### src/rtl/instr_encoder.sv
`default_nettype none
// +--------------------------------------------------------------------------+
// | instr_encoder : packs decoded RV32I fields into instruction words and    |
// | streams them into instruction memory, rejecting out-of-range immediates. |
// | Revision 1.0                                                             |
// +--------------------------------------------------------------------------+
module instr_encoder #(
  parameter logic [31:0] BASE_ADDR = 32'h0000_0000,
  parameter int unsigned DEPTH     = 256
) (
  input  logic        clk,
  input  logic        reset,
  input  logic        load_base,
  input  logic        in_valid,
  output logic        in_ready,
  input  logic [6:0]  opcode,
  input  logic [4:0]  rd,
  input  logic [4:0]  rs1,
  input  logic [4:0]  rs2,
  input  logic [2:0]  funct3,
  input  logic [6:0]  funct7,
  input  logic [31:0] imm,
  output logic        mem_we,
  output logic [31:0] mem_addr,
  output logic [31:0] mem_wdata,
  output logic        err_pulse,
  output logic [7:0]  err_count,
  output logic [15:0] wr_count
);

  localparam int unsigned IDX_W = $clog2(DEPTH);

  localparam logic [6:0] OP_R      = 7'b0110011;
  localparam logic [6:0] OP_IMM    = 7'b0010011;
  localparam logic [6:0] OP_LOAD   = 7'b0000011;
  localparam logic [6:0] OP_JALR   = 7'b1100111;
  localparam logic [6:0] OP_STORE  = 7'b0100011;
  localparam logic [6:0] OP_BRANCH = 7'b1100011;
  localparam logic [6:0] OP_JAL    = 7'b1101111;
  localparam logic [6:0] OP_LUI    = 7'b0110111;
  localparam logic [6:0] OP_AUIPC  = 7'b0010111;

  typedef enum logic [1:0] {
    S_IDLE   = 2'd0,
    S_ENCODE = 2'd1,
    S_WRITE  = 2'd2
  } state_t;

  state_t            state_q, state_d;
  logic [IDX_W-1:0]  idx_q, idx_d;
  logic [15:0]       wr_count_q, wr_count_d;
  logic [7:0]        err_count_q, err_count_d;
  logic [31:0]       wdata_q, wdata_d;
  logic              err_q, err_d;
  logic              take;

  logic [6:0]  op_q;
  logic [4:0]  rd_q, rs1_q, rs2_q;
  logic [2:0]  f3_q;
  logic [6:0]  f7_q;
  logic [31:0] imm_q;

  logic [31:0] w_word;
  logic        w_bad;
  logic        w_fit12, w_fit13, w_fit21;

  // A value fits N signed bits when bits [31:N-1] are all equal.
  assign w_fit12 = (&imm_q[31:11]) | ~(|imm_q[31:11]);
  assign w_fit13 = (&imm_q[31:12]) | ~(|imm_q[31:12]);
  assign w_fit21 = (&imm_q[31:20]) | ~(|imm_q[31:20]);

  always_comb begin
    w_word = {25'd0, op_q};
    w_bad  = 1'b0;
    case (op_q)
      OP_R: begin
        w_word = {f7_q, rs2_q, rs1_q, f3_q, rd_q, op_q};
      end
      OP_IMM, OP_LOAD, OP_JALR: begin
        w_word = {imm_q[11:0], rs1_q, f3_q, rd_q, op_q};
        w_bad  = ~w_fit12;
      end
      OP_STORE: begin
        w_word = {imm_q[11:5], rs2_q, rs1_q, f3_q, imm_q[4:0], op_q};
        w_bad  = ~w_fit12;
      end
      OP_BRANCH: begin
        w_word = {imm_q[12], imm_q[10:5], rs2_q, rs1_q, f3_q, imm_q[4:1], imm_q[11], op_q};
        w_bad  = ~w_fit13 | imm_q[0];
      end
      OP_JAL: begin
        w_word = {imm_q[20], imm_q[10:1], imm_q[11], imm_q[19:12], rd_q, op_q};
        w_bad  = ~w_fit21 | imm_q[0];
      end
      OP_LUI, OP_AUIPC: begin
        w_word = {imm_q[31:12], rd_q, op_q};
        w_bad  = |imm_q[11:0];
      end
      default: begin
        w_bad = 1'b1;
      end
    endcase
  end

  always_comb begin
    state_d     = state_q;
    idx_d       = idx_q;
    wr_count_d  = wr_count_q;
    err_count_d = err_count_q;
    wdata_d     = wdata_q;
    err_d       = err_q;
    take        = 1'b0;
    case (state_q)
      S_IDLE: begin
        // Rewind precedes a same-cycle handshake so that word lands at BASE_ADDR.
        if (load_base) idx_d = '0;
        if (in_valid) begin
          take    = 1'b1;
          state_d = S_ENCODE;
        end
      end
      S_ENCODE: begin
        wdata_d = w_word;
        err_d   = w_bad;
        state_d = S_WRITE;
      end
      S_WRITE: begin
        if (err_q) begin
          if (err_count_q != 8'hFF) err_count_d = err_count_q + 8'd1;
        end else begin
          idx_d = idx_q + 1'b1;
          if (wr_count_q != 16'hFFFF) wr_count_d = wr_count_q + 16'd1;
        end
        state_d = S_IDLE;
      end
      default: begin
        state_d = S_IDLE;
      end
    endcase
  end

  always_ff @(posedge clk or posedge reset) begin
    if (reset) begin
      state_q     <= S_IDLE;
      idx_q       <= '0;
      wr_count_q  <= 16'd0;
      err_count_q <= 8'd0;
      wdata_q     <= 32'd0;
      err_q       <= 1'b0;
    end else begin
      state_q     <= state_d;
      idx_q       <= idx_d;
      wr_count_q  <= wr_count_d;
      err_count_q <= err_count_d;
      wdata_q     <= wdata_d;
      err_q       <= err_d;
    end
  end

  always_ff @(posedge clk or posedge reset) begin
    if (reset) begin
      op_q  <= 7'd0;
      rd_q  <= 5'd0;
      rs1_q <= 5'd0;
      rs2_q <= 5'd0;
      f3_q  <= 3'd0;
      f7_q  <= 7'd0;
      imm_q <= 32'd0;
    end else if (take) begin
      op_q  <= opcode;
      rd_q  <= rd;
      rs1_q <= rs1;
      rs2_q <= rs2;
      f3_q  <= funct3;
      f7_q  <= funct7;
      imm_q <= imm;
    end
  end

  assign in_ready  = (state_q == S_IDLE);
  assign mem_we    = (state_q == S_WRITE) & ~err_q;
  assign err_pulse = (state_q == S_WRITE) &  err_q;
  assign mem_addr  = BASE_ADDR + {{(30-IDX_W){1'b0}}, idx_q, 2'b00};
  assign mem_wdata = wdata_q;
  assign wr_count  = wr_count_q;
  assign err_count = err_count_q;

endmodule
`default_nettype wire

### config.mk
export PLATFORM = sky130hd
export DESIGN_NAME = instr_encoder
export DESIGN_NICKNAME = d
export VERILOG_FILES = /design/src/rtl/instr_encoder.sv
export SDC_FILE = /design/constraint.sdc
export NUM_CORES = 1
export LEC_CHECK = 0
export BUFFER_PORTS_ARGS = -buffer_cell sky130_fd_sc_hd__buf_2
export CAP_MARGIN = 15
export CELL_PAD_IN_SITES_DETAIL_PLACEMENT = 2
export CELL_PAD_IN_SITES_GLOBAL_PLACEMENT = 2
export CORE_MARGIN = 2
export CORE_UTILIZATION = 36
export CTS_CLUSTER_DIAMETER = 80
export DETAILED_ROUTE_END_ITERATION = 6
export PLACE_DENSITY_LB_ADDON = 0.1
export SLEW_MARGIN = 20
export SYNTH_ARGS = -nofsm -noshare
export SYNTH_HDL_FRONTEND = slang
export SYNTH_SLANG_ARGS = --single-unit
### constraint.sdc
create_clock -name clk -period 8.95 [get_ports clk]
set_clock_uncertainty 0.1 [all_clocks]
set_input_delay 1.3425 -clock clk [delete_from_list [all_inputs] [get_ports clk]]
set_output_delay 1.3425 -clock clk [all_outputs]
set_load 0.02 [all_outputs]
==> impl_metrics.yaml <==
run_status:
  outcome: "complete, no violations"
finish:
  area_growth_pct: 23.5
  layout_commonest_cell: "buf_2"
  fin_nets: 720
  num-fill-cells: 1734
  antenna_cells: 0
  final_core_util_pct: 45.2
  layout-drive-gt1-share_pct: 37.5
  final_cell_mix: "buf_2, dfrtp_1, mux2_2, nand2_1, nor2_1"
worst_hold_path:
  min_from: "mem_wdata[6]$_DFFE_PP0N_"
  hold_depth: 2
  hold_class: "reg2reg"
  holdPathEnd: "mem_wdata[6]$_DFFE_PP0N_"
power_and_ir_drop:
  pwr_density_cell_mw_per_mm2: 271
  power_mw: 2.02
  p_leak_nw: 3.50
  ir_worst_vdd_uv: 141
setup_path:
  path_class: "reg2out"
  max_stage_delay_ps: 480
  path_max_fanout: 6
  critPathBufInv: 2
  critPathLaunchType: "flop"
  path_cells: "or3b_4 -> clkinv_4 -> buf_2"
  r2r_end: "mem_wdata[10]$_DFFE_PP0N_"
  reg2reg_slack_ps: 6470
  rr_startpoint: "op_q[2]$_DFFE_PP0P_"
  crit_path_top_delay_cell: "or3b_4"
  cp.arrival_ps: 1610
  critPathCaptureType: "primary output"
  worstPathRequired_ps: 7510
  crit_family: "simple AND/OR/NAND/NOR gates"
  reg2reg_depth: 5
place:
  place_congestion: 0.768
  io_buffers: 134
  post-dp-hpwl_um: 12500
timing:
  rsz0062_at_grt: "no"
  timing.fmax_mhz: 327
  tns_ps: 0
  finalCritPeriodShare_pct: 34.1
  worstMarginPinSlew_ps: 868
  hold_violations: 0
  slew_violations: 0
  slew_headroom_pct: 42.1
  finalSetupViolations: 0
  finalCriticalPeriod_ps: 3060
logic_synthesis:
  ys_ff_latch: 131
  ys.warnings.count: 0
  ys.flop_type: "dfrtp_1"
  synth_area_mm2: 0.00602
  ys_seq_area_share_pct: 54.4
  syn_avg_cell_area_um2: 11.7
  async_reset_ff_share_pct: 100
  synth_edf_count: 0
  synth_cell_types: 58
  syn_inst: 517
global_routing:
  grt_max_degree: 82
  grt_overflow_total: 0
  grt_usage_pct: 20.9
  grt_pass1_vias: 5140
  grt_pass1_wl_um: 28800
  antenna_found_initial: 0
clock_tree:
  htreeDepth: 4
  ctsHoldBuffers: 0
  clk_pin_slew_worst_paths_ps: 60
  cts.repair.resized: 0
  cts_tree: "built"
  cts_inserted_buffers: 17
  ctsLongestPathBuffers: 2
  cts_setup_buffers: 0
  clock_sinks: 131
  ctsRootBufferMaster: "clkbuf_16"
  clk_latency_ps: 420
routing:
  drc_errors: 0
  first_iter_violations: 210
  final_antenna_net_count: 0
  routed_via_density: 5.18
  firstDrtPassIters: 4
  vias: 4566
  post_drt_wl_per_cell_um: 20.0
  totalWireLength_um: 17600
die:
  die-area_mm2: 0.0178
  die_x_um: 133
  start_util_pct: 36.6
  core_mm2: 0.0165
  num_rows: 47
  die-height_um: 133
  io_pins: 159
flow_run:
  maxCapViolCount: 0
[area by class of cell]
| class | instances | area (µm²) | area share, % |
|---|---|---|---|
| flip-flops and latches | 131 | 3280 | 44.0 |
| multi-input cells | 355 | 2500 | 33.7 |
| repair buffers | 137 | 697 | 9.36 |
| clock buffers | 23 | 478 | 6.42 |
| well taps | 220 | 275 | 3.70 |
| clock inverters | 9 | 175 | 2.35 |
| inverters | 7 | 33.8 | 0.454 |
[state kept, by name, indices dropped and copies added, names as in the netlist]
register	flops
imm_q	32
mem_wdata	32
wr_count	16
err_count	8
idx_q	8
f7_q	7
op_q	7
rd_q	5
rs1_q	5
rs2_q	5
f3_q	3
state_q	2
err_q	1
[where the power goes]
group	total [mW]	leakage [nW]	internal, mW	switching [mW]
registers	0.851	1.64	0.714	0.137
clock network	0.772	0.313	0.516	0.256
logic	0.394	1.55	0.169	0.225
[Yosys cell counts (9+ instances only)]
master / count / area share (%)
nand3_1: 12 / 1.0
o21ai_0: 23 / 1.9
mux2_2: 64 / 12
buf_2: 12 / 1.0
nor4_1: 9 / 0.93
nor2_1: 34 / 2.1
xor2_1: 11 / 1.6
buf_4: 26 / 3.2
and2_1: 10 / 1.0
xnor2_1: 15 / 2.2
a222oi_1: 10 / 1.7
nand2_1: 52 / 3.2
dfrtp_1: 131 / 54
nand4_1: 13 / 1.3
[cells by family (layout without fill, tap and decap cells)]
logic type | after synthesis | after routing | synth area share, %
simple gates | 168 | 168 | 15.1
flops | 131 | 131 | 54.4
compound gates | 70 | 70 | 8.64
mux | 64 | 64 | 12.0
buf+inv | 54 | 176 | 5.46
xor+xnor | 26 | 26 | 3.78
fa+ha+maj | 3 | 3 | 0.623
other cells | 1 | 24 | 0.0622
[metrics by stage]
stage	std cells	setup slack, ps	hold slack (ps)	instance area (µm²)
after floorplan	540	4010	371	6110
after global placement	850	5830	360	6790
after detailed placement	850	5780	370	6790
after CTS	882	5870	384	7440
after global routing	882	5820	407	7440
final	882	5890	383	7440
[metal layers]
metal | GRT usage [%] | share of wire [%] | vias to the layer above
li1 | - | - | 2077
met1 | 26.3 | 43 | 2346
met2 | 36.1 | 52 | 124
met3 | 4.41 | 3.9 | 19
met4 | 6.50 | 1.4 | 0
met5 | 0 | 0 | -
[tightest hold or removal path, cell delays in order, from the launching register on]
cell	delay, ps
dfrtp_1	340
nand2_1	50
nand2_1	60
[worst max path at each step]
stage | from | depth (start not counted) | slack [ps] | endpoint
CTS | state_q[0]$_DFFE_PP0P_ | 3 | 5870 | mem_we
global route | state_q[0]$_DFFE_PP0P_ | 3 | 5820 | mem_we
global placement | reset | 3 | 5830 | f7_q[2]$_DFFE_PP0P_
detailed placement | reset | 3 | 5780 | f7_q[3]$_DFFE_PP0P_
finish | state_q[0]$_DFFE_PP0P_ | 3 | 5890 | mem_we
floorplan | reset | 1 | 4010 | err_count[0]$_DFFE_PP0P_
No activity file was read; power rests on OpenSTA's default activity.
